==> src/rtl/id_ex_stage_reg.sv <==
// ---------------------------------------------------------------------------
// id_ex_stage_reg
//   ID/EX pipeline register for the 5-stage core, with load-use hazard
//   detection built in.
//
//   Each rising edge the register does one of the following, first match wins:
//     memHold -> keep every register (the whole pipeline is frozen)
//     flush   -> load a bubble (kill the instruction entering EX)
//     loadUse -> load a bubble; stallIfId holds PC and IF/ID so the same
//                ID instruction is re-presented on the next cycle
//     else    -> capture all id* fields, exValid <= idValid
//
//   Stall handshake: stallIfId is combinational. While it is high, the
//   upstream stages must not advance, and this stage does not consume the ID
//   instruction. A load-use stall lasts exactly one cycle, because the bubble
//   it inserts removes the load from EX.
//
//   Ports:
//     clk, rst_n                   clock, asynchronous active-low reset
//     memHold, flush               global freeze, branch/jump kill from EX
//     idValid, idRs1/2, idRd       decoded instruction from ID
//     idUsesRs1/2                  the instruction really reads rs1/rs2
//     idRs1Data, idRs2Data,        operands, immediate and PC (XLEN bits)
//       idImm, idPc
//     idAluOp, idAluSrc, idMemRead, idMemWrite, idRegWrite, idMemToReg,
//       idBranch                   control bits
//     ex*                          registered copies presented to EX
//     stallIfId                    hold PC and IF/ID this cycle
//
//   Optional build macro HAZARD_PERF_CNT_EN adds two 32-bit saturating
//   counters: bubbleCount (load-use bubbles) and flushCount (flush bubbles).
// ---------------------------------------------------------------------------
module id_ex_stage_reg #(
  parameter int XLEN    = 32,
  parameter int ALUOP_W = 4
) (
  input  logic               clk,
  input  logic               rst_n,
  input  logic               memHold,
  input  logic               flush,
  input  logic               idValid,
  input  logic [4:0]         idRs1,
  input  logic [4:0]         idRs2,
  input  logic [4:0]         idRd,
  input  logic               idUsesRs1,
  input  logic               idUsesRs2,
  input  logic [XLEN-1:0]    idRs1Data,
  input  logic [XLEN-1:0]    idRs2Data,
  input  logic [XLEN-1:0]    idImm,
  input  logic [XLEN-1:0]    idPc,
  input  logic [ALUOP_W-1:0] idAluOp,
  input  logic               idAluSrc,
  input  logic               idMemRead,
  input  logic               idMemWrite,
  input  logic               idRegWrite,
  input  logic               idMemToReg,
  input  logic               idBranch,
  output logic               exValid,
  output logic [4:0]         exRs1,
  output logic [4:0]         exRs2,
  output logic [4:0]         exRd,
  output logic [XLEN-1:0]    exRs1Data,
  output logic [XLEN-1:0]    exRs2Data,
  output logic [XLEN-1:0]    exImm,
  output logic [XLEN-1:0]    exPc,
  output logic [ALUOP_W-1:0] exAluOp,
  output logic               exAluSrc,
  output logic               exMemRead,
  output logic               exMemWrite,
  output logic               exRegWrite,
  output logic               exMemToReg,
  output logic               exBranch,
`ifdef HAZARD_PERF_CNT_EN
  output logic [31:0]        bubbleCount,
  output logic [31:0]        flushCount,
`endif
  output logic               stallIfId
);

  logic load_use;
  logic rs1_hit;
  logic rs2_hit;

  // The load in EX only produces its data in MEM, so a dependent instruction
  // in ID must wait one cycle. A load to x0 never creates a dependency.
  assign rs1_hit  = idUsesRs1 && (idRs1 == exRd);
  assign rs2_hit  = idUsesRs2 && (idRs2 == exRd);
  assign load_use = exValid && exMemRead && (exRd != 5'd0) && idValid &&
                    (rs1_hit || rs2_hit);

  // memHold already freezes upstream, and a flush kills the dependent
  // instruction anyway, so neither needs a separate stall.
  assign stallIfId = load_use && !flush && !memHold;

  always_ff @(posedge clk or negedge rst_n) begin
    if (!rst_n) begin
      exValid    <= 1'b0;
      exRs1      <= '0;
      exRs2      <= '0;
      exRd       <= '0;
      exRs1Data  <= '0;
      exRs2Data  <= '0;
      exImm      <= '0;
      exPc       <= '0;
      exAluOp    <= '0;
      exAluSrc   <= 1'b0;
      exMemRead  <= 1'b0;
      exMemWrite <= 1'b0;
      exRegWrite <= 1'b0;
      exMemToReg <= 1'b0;
      exBranch   <= 1'b0;
    end else if (!memHold) begin
      if (flush || load_use) begin
        // Bubble: every field cleared so nothing stale reaches EX.
        exValid    <= 1'b0;
        exRs1      <= '0;
        exRs2      <= '0;
        exRd       <= '0;
        exRs1Data  <= '0;
        exRs2Data  <= '0;
        exImm      <= '0;
        exPc       <= '0;
        exAluOp    <= '0;
        exAluSrc   <= 1'b0;
        exMemRead  <= 1'b0;
        exMemWrite <= 1'b0;
        exRegWrite <= 1'b0;
        exMemToReg <= 1'b0;
        exBranch   <= 1'b0;
      end else begin
        exValid    <= idValid;
        exRs1      <= idRs1;
        exRs2      <= idRs2;
        exRd       <= idRd;
        exRs1Data  <= idRs1Data;
        exRs2Data  <= idRs2Data;
        exImm      <= idImm;
        exPc       <= idPc;
        exAluOp    <= idAluOp;
        exAluSrc   <= idAluSrc;
        exMemRead  <= idMemRead;
        exMemWrite <= idMemWrite;
        exRegWrite <= idRegWrite;
        exMemToReg <= idMemToReg;
        exBranch   <= idBranch;
      end
    end
  end

`ifdef HAZARD_PERF_CNT_EN
  // Flush has priority over loadUse, so a cycle with both counts as a flush.
  always_ff @(posedge clk or negedge rst_n) begin
    if (!rst_n) begin
      bubbleCount <= '0;
      flushCount  <= '0;
    end else if (!memHold) begin
      if (flush) begin
        if (flushCount != 32'hFFFF_FFFF) flushCount <= flushCount + 32'd1;
      end else if (load_use) begin
        if (bubbleCount != 32'hFFFF_FFFF) bubbleCount <= bubbleCount + 32'd1;
      end
    end
  end
`endif

endmodule

==> config.mk <==
export PLATFORM = sky130hd
export DESIGN_NAME = id_ex_stage_reg
export DESIGN_NICKNAME = d
export VERILOG_FILES = /design/src/rtl/id_ex_stage_reg.sv
export SDC_FILE = /design/constraint.sdc
export NUM_CORES = 1
export LEC_CHECK = 0
export BUFFER_PORTS_ARGS = -buffer_cell sky130_fd_sc_hd__buf_2
export CORE_UTILIZATION = 40
export CTS_CLUSTER_SIZE = 24
export DETAILED_ROUTE_END_ITERATION = 10
export PLACE_DENSITY = 0.67
export RECOVER_POWER = 25
export SLEW_MARGIN = 10
export SYNTH_ARGS = -nofsm -noshare
export SYNTH_HDL_FRONTEND = slang
export SYNTH_SLANG_ARGS = --single-unit
==> constraint.sdc <==
create_clock -name clk -period 2.55 [get_ports clk]
set_clock_uncertainty 0.2 [all_clocks]
set_input_delay 0.3825 -clock clk [delete_from_list [all_inputs] [get_ports clk]]
set_output_delay 0.3825 -clock clk [all_outputs]
set_load 0.01 [all_outputs]
# Word level (Yosys, flattened, before mapping)
# Cells that the tools add are included.
# totals
memories	0
elab_cells	45
latchBits	0
register_bits	154
rom_bits	0
inputBits	160
ramBits	0
# classes
addsub	0
n_lt_le_gt_ge	0
n_div	0
n_shift	0
bitwise_logic	0
eq_ne	2
reduce_logical	13
muxes	15
mul	0
# ops
operator	count
32-bit 2-to-1 mux	4
5-bit 2-to-1 mux	3
5-bit == test	2
1-bit logical AND	8
1-bit 2-to-1 mux	7
5-bit nonzero test	1
4-bit 2-to-1 mux	1
1-bit zero test	2
1-bit logical OR	2

# Depth between registers and ports, before layout
# Gate-level depths: netlist of the first run.
# logic_depth
word_depth	6
ltp_mapped	6
ltp_nobuf	4

# Worst setup path before layout of the first run
# OpenSTA, ideal clock, no wires.
# synth_timing
path_type	flip-flop to output port
from	register exRd[2]
to	output stallIfId
path_stages_with_launch	6
path_buffers	2
t_arrival_ns	1.638
required_ns	1.967
slack_ns	0.330
path_cell_list	dfrtp_1 or4_1 o21ai_2 buf_6 buf_6 and3b_1
# synth_between
elab_chain_len	6
# synth_rtl
item	line	rtl
from (decl)	61	output logic [4:0] exRd,
from (signal assigned)	134	exRd <= idRd;
5-bit == test, or another cell as far along	86	assign rs1_hit = idUsesRs1 && (idRs1 == exRd);
1-bit logical AND, on equally long branches	86, 87, 88	
1-bit logical OR / 1-bit logical AND (equally long branches)	89, 88	
1-bit logical AND *	88	assign load_use = exValid && exMemRead && (exRd != 5'd0) && idValid &&
1-bit logical AND * (2 in series)	93	assign stallIfId = load_use && !flush && !memHold;
to (decl)	77	output logic stallIfId
# Every way passes the cells marked *; elsewhere a longest branch is shown, timed or not.

# Worst setup path after layout of the first run
# Same ends and word-level chain as after synthesis.

==> metrics.txt, run 1 <==
Clock Tree Root=clkbuf_16; vias=7958; RSZ-0062 raised after global routing=no; clock sinks=154; P_leak=0.00474 µW; HP Class=in2reg; Skew-Pair Late Insertion Delay=410 ps; H-tree Lvls=4; final worst slack=84.3 ps; largest net degree at the start of global routing=114; Final #Nets=1290; CTS tree=yes; Area growth, synth to finish=27.7%; status=finished, final reports clean; DR WL/cell=17.6 µm; Cells after DPL=1377; ANT nets after route=0; Die ar.=0.0224 mm²; CTS Buf Count=17; Final setup viols=0; Mapped Avg Cell Area=9.91 µm²; sequential fraction of the synthesis area=44.1%; most frequent cells in the layout=buf_2, o21ai_0, dfrtp_1; clk slew on worst S/H paths=60 ps; reg-to-reg slack, setup=350 ps; Finished Layout Cells=1418; fin crit share=96.7%; dpl ws=378 ps; Die Ht=150 µm; HPWL after DPL=16300 µm; Worst setup EP type=output port; GRT overflow=0; Max-slew headroom=3.92%; Power, Total=7190 µW; endpoints failing hold=0; Final Max Slew Viols=0; Critical Path Start Type=flip-flop; Post-Syn Instances=881; Reg2Reg Capture Point=exImm[19]; synth unique cells=21; GR Util All Layers=21.9%; port buffer count=314; cell count of the worst hold path=3; Initial Utilization=41.1%; FF-to-FF path depth=6; CORE AREA=0.0212 mm²; critical setup path kind=reg2out; hold endpoint=exBranch; number of synthesized register bits=154; FP Rows=53; Worst Min Path Start=idBranch; reg2reg start=exRd[2]; I/O Pins=315; drt first pass iters=4; share of cells above drive strength 1=44.0%; Mapped Area=0.00873 mm²; YS warnings=0; initial antenna violation count=2; # fillers=1963; crit path max fanout=5; vias in the first global route=7444; Setup Total Neg Slack=0 ps; VDD IR-drop max=0.389 mV; fin crit period=2470 ps; area occupied by multi-input gates=0.00435 mm²; Die W=150 µm; CTS Buffer Depth=2; storage element area=0.00386 mm²; Max-Cap Viols=0; worst slew pin tran=1440 ps; cell area after placement=0.0104 mm²; first-pass GRT wire length=39100 µm; DRC viols=0; initial drt markers=320; Finished Cell Area=0.0111 mm²; Worst EP arrival=1880 ps; detailed-route wire length=25000 µm; CP Data Required Time=1970 ps; fmax=0.406 GHz; vias per cell=5.61; GP Congestion=0.803; PD cells=645 mW/mm²; most common cell after layout, fill and taps aside=buf_2; syn nets=1041
worst max-delay path by stage:
stage | slack (ps) | depth (start not counted) | startpoint | end
after CTS | 20 | 5 | exRd[3] | stallIfId
after floorplan | 330 | 5 | exRd[2] | stallIfId
after global routing | 10 | 3 | rst_n | exImm[8]
final | 80 | 4 | exRd[2] | stallIfId
after detailed placement | 380 | 4 | exRd[2] | stallIfId
after global placement | 390 | 4 | exRd[2] | stallIfId
flip-flops by register name, indices dropped and copies added (netlist names):
name,count
exMemToReg,1
exRd,5
exBranch,1
exImm,32
exRs2Data,32
exRs2,5
exRs1,5
exMemWrite,1
exMemRead,1
exValid,1
exRs1Data,32
exRegWrite,1
exAluSrc,1
exAluOp,4
exPc,32
Yosys cell counts:
cell | count | area share [%]
nor2_1 | 1 | 0.043
dfrtp_1 | 154 | 44
o22ai_1 | 1 | 0.072
and3_1 | 1 | 0.072
and3b_1 | 1 | 0.10
a32oi_1 | 23 | 2.3
o21ai_2 | 1 | 0.10
buf_1 | 3 | 0.13
a22oi_1 | 131 | 11
xnor2_1 | 10 | 1.0
o21ai_0 | 153 | 8.8
nand2_1 | 25 | 1.1
buf_6 | 16 | 2.1
nand4_1 | 2 | 0.14
buf_2 | 3 | 0.17
or3b_2 | 131 | 13
nor3b_1 | 131 | 11
o21ai_1 | 1 | 0.057
buf_4 | 1 | 0.086
or4_1 | 1 | 0.086
clkbuf_1 | 91 | 3.9
where the power goes:
| group | internal (µW) | switching, µW | total (µW) |
|---|---|---|---|
| clock | 1720 | 1020 | 2740 |
| combinational | 686 | 828 | 1510 |
| sequential | 2750 | 181 | 2930 |
cell type report:
cell class                 instances  area share (%)
tap                              275            3.09
antenna                            2          0.0449
clock buffer                      21            4.22
clock inverter                     9            1.47
multi-input combinational        613            39.1
timing repair buffer             344            17.5
sequential                       154            34.6
through the flow:
| step | utilization (%) | hold WS, ps |
|---|---|---|
| after floorplan | - | -113 |
| after global placement | 49.1 | 56.7 |
| after detailed placement | 49.1 | 57.1 |
| after CTS | 52.5 | 1.15 |
| after global routing | 52.5 | 11.3 |
| final | 52.5 | 26.6 |
cells by family after synthesis:
logic type	after synthesis	synth area share (%)
AOI/OAI and AO/OA	310	22.6
xor gates and xnor gates	10	1.00
and+or+nand+nor	293	25.9
buffers and inverters	114	6.36
DFF	154	44.1
worst max-delay path: stages (launching register included):
cell and delay (ps):
dfrtp_2 440, or4_4 550, o21ai_4 140, and3b_1 200, buf_2 140
routing by layer:
metal | share of wire, % | GRT usage [%]
met4 | 2.1 | 8.23
met5 | 0 | 0
met1 | 44 | 28.1
met2 | 47 | 35.1
met3 | 6.4 | 5.70
timing repair:
action / in CTS / in global routing
endpoints found under the hold margin: 149 / 0
cloned: 0 / 0
resized for setup: 1 / 2
hold buffers: 7 / 0
pin swaps: 1 / 2
setup endpoints to repair: 1 / 1
setup buffers: 1 / 1
No activity file was read; power rests on OpenSTA's default activity.
==> run 2, diff against run 1 <==
Settings changed: CORE_MARGIN set to 10, REMOVE_ABC_BUFFERS set to 1.
==> run 2 against run 1 <==
- power shrank 3.7%
- sequential power is essentially flat
- combinational power grew 3%
- die area grew 25%
- global-route usage shrank 2.8 points
- design area shrank 0.70%
- utilization shrank 0.37 points
- clock power shrank 11%
- sequential share of layout area grew 0.25 points
- worst setup slack lost 7.5 ps
- register-to-register slack is essentially flat
- critical endpoint unchanged
- largest power group unchanged
==> metrics.txt, run 2 (synthesis results as in run 1) <==
status=finished, final reports clean (unchanged); fin crit period=2470 ps (about the same); initial antenna violation count=1 (was 2); final worst slack=76.8 ps (was 84.3 ps); Final #Nets=1297 (was 1290); dpl ws=339 ps (was 378 ps); cell area after placement=0.0105 mm² (was 0.0104 mm²); CP Data Required Time=1970 ps (about the same); vias per cell=5.63 (was 5.61); # diodes=0 (was 2); VDD IR-drop max=0.397 mV (was 0.389 mV); Die W=168 µm (was 150 µm); Crit path max-delay family=simple AND/OR/NAND/NOR gates (unchanged); largest net degree at the start of global routing=92 (was 114); HPWL after DPL=19400 µm (was 16300 µm); share of cells above drive strength 1=44.7% (was 44.0%); Critical Path Start Type=flip-flop (unchanged); GR Util All Layers=19.1% (was 21.9%); fmax=0.404 GHz (was 0.406 GHz); I/O Pins=315 (unchanged); Initial Utilization=41.1% (unchanged); Die ar.=0.0281 mm² (was 0.0224 mm²); Worst EP arrival=1890 ps (was 1880 ps); first-pass GRT wire length=44700 µm (was 39100 µm); DR WL/cell=19.6 µm (was 17.6 µm); crit path max fanout=4 (was 5); Final setup viols=0 (unchanged); FP Rows=53 (unchanged); drt first pass iters=5 (was 4); critical setup path kind=reg2out (unchanged); clk slew on worst S/H paths=70 ps (was 60 ps); CTS Buf Count=17 (unchanged); detailed-route wire length=27800 µm (was 25000 µm); buffer and inverter count on the worst path=1 (unchanged); endpoints failing hold=0 (unchanged); max incr delay on CP=570 ps (was 550 ps); CTS Buffer Depth=2 (unchanged); initial drt markers=629 (was 320); fin crit share=97.0% (was 96.7%); CP max-delay cell=or4_4 (unchanged); Area growth, synth to finish=26.8% (was 27.7%); Clock Tree Root=clkbuf_16 (unchanged); P_leak=0.00470 µW (was 0.00474 µW); most common cell after layout, fill and taps aside=buf_2 (unchanged); ANT nets after route=0 (unchanged); CTS tree=yes (unchanged); Max-Cap Viols=0 (unchanged); Die Ht=168 µm (was 150 µm); GP Congestion=0.821 (was 0.803); clock sinks=154 (unchanged); crit path cell chain=or4_4 -> o21ai_4 -> and3b_1 -> buf_2 (unchanged); most frequent cells in the layout=buf_2, o21ai_0, dfrtp_1 (unchanged); Final Max Slew Viols=0 (unchanged); PD cells=625 mW/mm² (was 645 mW/mm²); HP Class=in2reg (unchanged); port buffer count=314 (unchanged); worst slew pin tran=1480 ps (was 1440 ps); vias in the first global route=7931 (was 7444); GRT overflow=0 (unchanged); Finished Cell Area=0.0111 mm² (about the same); Skew-Pair Late Insertion Delay=410 ps (about the same); H-tree Lvls=4 (unchanged); RSZ-0062 raised after global routing=no (unchanged); # fillers=1974 (was 1963); vias=8016 (was 7958); Worst setup EP type=output port (unchanged); CORE AREA=0.0212 mm² (unchanged); Max-slew headroom=1.50% (was 3.92%); DRC viols=0 (unchanged)
==> run 2: final cells by class <==
cell class | instances | area (µm²) | share of cell area (%)
tap | 275 | 344 | 3.11
clock inverter | 12 | 118 | 1.06
sequential | 154 | 3860 | 34.8
clock buffer | 19 | 433 | 3.91
timing repair buffer | 351 | 1970 | 17.8
multi-input combinational | 613 | 4350 | 39.3
==> run 2: path summary, 6_finish.rpt <==
path	cells after the start	endpoint	slack, ps	from
min in group asynchronous	2	exImm[17]	660	rst_n
worst max register to register	6	exRs1Data[7]	340	exRd[2]
worst min-delay path	3	exMemRead	30	idMemRead
max in group asynchronous	3	exImm[31]	420	rst_n
worst min register to register	2	exRs2Data[31]	290	exRs2Data[31]
worst max-delay path	4	stallIfId	80	exRd[2]
==> run 2: worst min-delay path: cells and delay by family <==
kind	cells	cell delay, ps
AO/OA/AOI/OAI	1	60
buffers and inverters	1	110
AND/OR/NAND/NOR	1	40
==> run 2: metrics by stage <==
stage	power (µW)	instances	utilization (%)	hold slack (ps)	setup TNS (ps)
after detailed placement	4530	1385	49.3	191	0
after CTS	7020	1421	52.1	3.11	0
after global routing	7310	1424	52.2	13.0	0
after global placement	4500	1385	49.3	195	0
after floorplan	3630	767	-	-113	-497560
final	6920	1424	52.2	28.0	0
==> run 2: report_power, final <==
part           leakage (µW)  total, µW  internal (µW)  switching, µW
clock network      0.000245       2440           1350           1090
registers           0.00190       2940           2750            191
logic               0.00256       1550            694            853
==> run 2: timing repair <==
| item | 4_1_cts | 5_1_grt |
|---|---|---|
| gates resized for setup | 1 | 3 |
| pin swaps | 2 | 0 |
| cloned | 0 | 0 |
| buffers inserted | 2 | 3 |
| setup endpoints to repair | 1 | 1 |
| hold buffers | 3 | 0 |
| endpoints found under the hold margin | 50 | 0 |
==> run 2: layer usage <==
metal,routed length (µm),share of wire [%],track usage [%],vias to the layer above
met3,2520,9.1,7.84,20
met4,317,1.1,4.62,2
met2,13000,47,29.6,259
li1,-,-,-,3829
met5,7,0.025,0,-
met1,12000,43,24.1,3906
==> run 3, diff against run 2 <==
--- a/constraint.sdc
+++ b/constraint.sdc
@@ -4,2 +4,2 @@
 set_output_delay 0.3825 -clock clk [all_outputs]
-set_load 0.01 [all_outputs]
+set_load 0.1 [all_outputs]
==> run 3 against run 2 <==
- the run now ends with capacitance limit, slew limit left
- sequential share of layout area about the same
- design area barely moved
- non-clock buffer count decreased by 7
- hold slack got worse by 1.4 ps
- worst setup slack lost 72 ps
- via count grew 0.41%
- sequential power barely moved
- global-route usage down 0.21 points
==> metrics.txt, run 3 (synthesis results as in run 1) <==
Die Ht=168 µm (unchanged); Max-slew headroom=-4.59% (was 1.50%); ANT nets after route=0 (unchanged); initial antenna violation count=4 (was 1); H-tree Lvls=4 (unchanged); final worst slack=4.92 ps (was 76.8 ps); vias in the first global route=7870 (was 7931); drt first pass iters=5 (unchanged); Die W=168 µm (unchanged); HPWL after DPL=19100 µm (was 19400 µm); I/O Pins=315 (unchanged); DRC viols=0 (unchanged); fmax=0.393 GHz (was 0.404 GHz); FP Rows=53 (unchanged); CTS Buf Count=17 (unchanged); detailed-route wire length=28000 µm (was 27800 µm); WHS=26.6 ps (was 28.0 ps); critical setup path kind=reg2out (unchanged); GR Util All Layers=18.9% (was 19.1%); Gate power share=40.6% (was 22.3%); GRT overflow=0 (unchanged); Max-Cap Viols=1 (was 0); Worst EP arrival=1960 ps (was 1890 ps); crit path max fanout=4 (unchanged); HP Class=in2reg (unchanged); Area growth, synth to finish=26.7% (was 26.8%); switch share=47.3% (was 30.8%); Net Sw Power=4300 µW (was 2130 µW); share of cells above drive strength 1=44.5% (was 44.7%); P_leak=0.00469 µW (was 0.00470 µW); initial drt markers=710 (was 629); Final Util=52.1% (was 52.2%); worst slew pin tran=1570 ps (was 1480 ps); fin crit share=99.8% (was 97.0%); Final #Nets=1290 (was 1297); VDD IR-drop max=0.413 mV (was 0.397 mV); Worst setup EP type=output port (unchanged); CORE AREA=0.0212 mm² (unchanged); vias=8049 (was 8016); GP Congestion=0.795 (was 0.821); failing checks=capacitance limit, slew limit; DR WL/cell=19.7 µm (was 19.6 µm); port buffer count=314 (unchanged); P_int=4790 µW (about the same); cell count of the worst hold path=3 (unchanged); Final Max Slew Viols=54 (was 0); first-pass GRT wire length=44100 µm (was 44700 µm); vias per cell=5.67 (was 5.63); CP Data Required Time=1970 ps (about the same); most common cell after layout, fill and taps aside=buf_2 (unchanged); FF-to-FF path depth=7 (was 6); dpl ws=285 ps (was 339 ps); Initial Utilization=41.1% (unchanged); Die ar.=0.0281 mm² (unchanged); largest net degree at the start of global routing=109 (was 92); Final setup viols=0 (unchanged); fin crit period=2550 ps (was 2470 ps); CTS tree=yes (unchanged); Skew-Pair Late Insertion Delay=410 ps (about the same); clock power share=27.0% (was 35.2%); Flop pwr share=32.3% (was 42.5%); Critical Path Start Type=flip-flop (unchanged); RSZ-0062 raised after global routing=yes (was no); status=finished, violations left (was finished, final reports clean); clock sinks=154 (unchanged); Power, Total=9090 µW (was 6920 µW); PD cells=822 mW/mm² (was 625 mW/mm²); most frequent cells in the layout=buf_2, o21ai_0, dfrtp_1 (unchanged); CTS Buffer Depth=2 (unchanged); # fillers=1956 (was 1974); endpoints failing hold=0 (unchanged); Clock Tree Root=clkbuf_16 (unchanged); clk slew on worst S/H paths=70 ps (about the same)
[run 3: cell types whose count changed in the layout (fill, tap and decap cells not counted), sizes merged]
cell,delta
clkinvlp,-1
buf,-5
clkinv,+1
dlygate4sd3,-2
diode,+3
[run 3: routing by layer]
layer,track usage [%],up-vias,share of wire [%]
met5,0,-,0.046
met4,5.03,2,1.1
met3,7.61,19,9.3
met2,28.7,291,46
met1,24.3,3912,43
li1,-,3825,-
[run 3: cell type report]
type / instances / area [µm²] / area share [%]
Clock inverter: 12 / 119 / 1.07
Tap cell: 275 / 344 / 3.11
Antenna cell: 3 / 7.51 / 0.0679
Timing Repair Buffer: 344 / 1950 / 17.6
Sequential cell: 154 / 3850 / 34.9
Clock buffer: 19 / 433 / 3.91
Multi-Input combinational cell: 613 / 4350 / 39.3
[run 3: worst max-delay path, stage by stage (launching register included)]
cell and delay (ps):
dfrtp_1 430, or4_4 570, o21ai_4 130, and3b_2 250
buf_12 170
[run 3: through the flow]
stage	setup TNS, ps	area, µm²	instances
after floorplan	-586030	8180	767
after global placement	0	10400	1378
after detailed placement	0	10400	1378
after CTS	-27.7	11000	1413
after global routing	-35.7	11100	1419
final	0	11100	1420
[run 3: worst paths after layout]
kind / start / to / slack (ps)
min: idAluOp[3] / exAluOp[3] / 30
max in group asynchronous: rst_n / exRd[1] / 400
min in group asynchronous: rst_n / exPc[8] / 680
max: exRd[2] / stallIfId / 5
min reg2reg: exPc[31] / exPc[31] / 290
max reg2reg: exRd[2] / exRs2Data[6] / 270
[run 3: power groups by stage]
stage	clock network, µW	logic [µW]	registers, µW
6_report	2460	3690	2940
5_1_grt	2620	3870	2980
4_1_cts	2520	3710	2940
3_5_place_dp	0	3700	2980
3_3_place_gp	0	3670	2980
2_1_floorplan	0	522	5210
[run 3: what timing repair did]
item	CTS	global route
buffers inserted	3	4
resized for setup	2	1
endpoints found under the setup margin	1	1
hold buffers	1	0
endpoints found under the hold margin	50	0
pin swaps	3	3
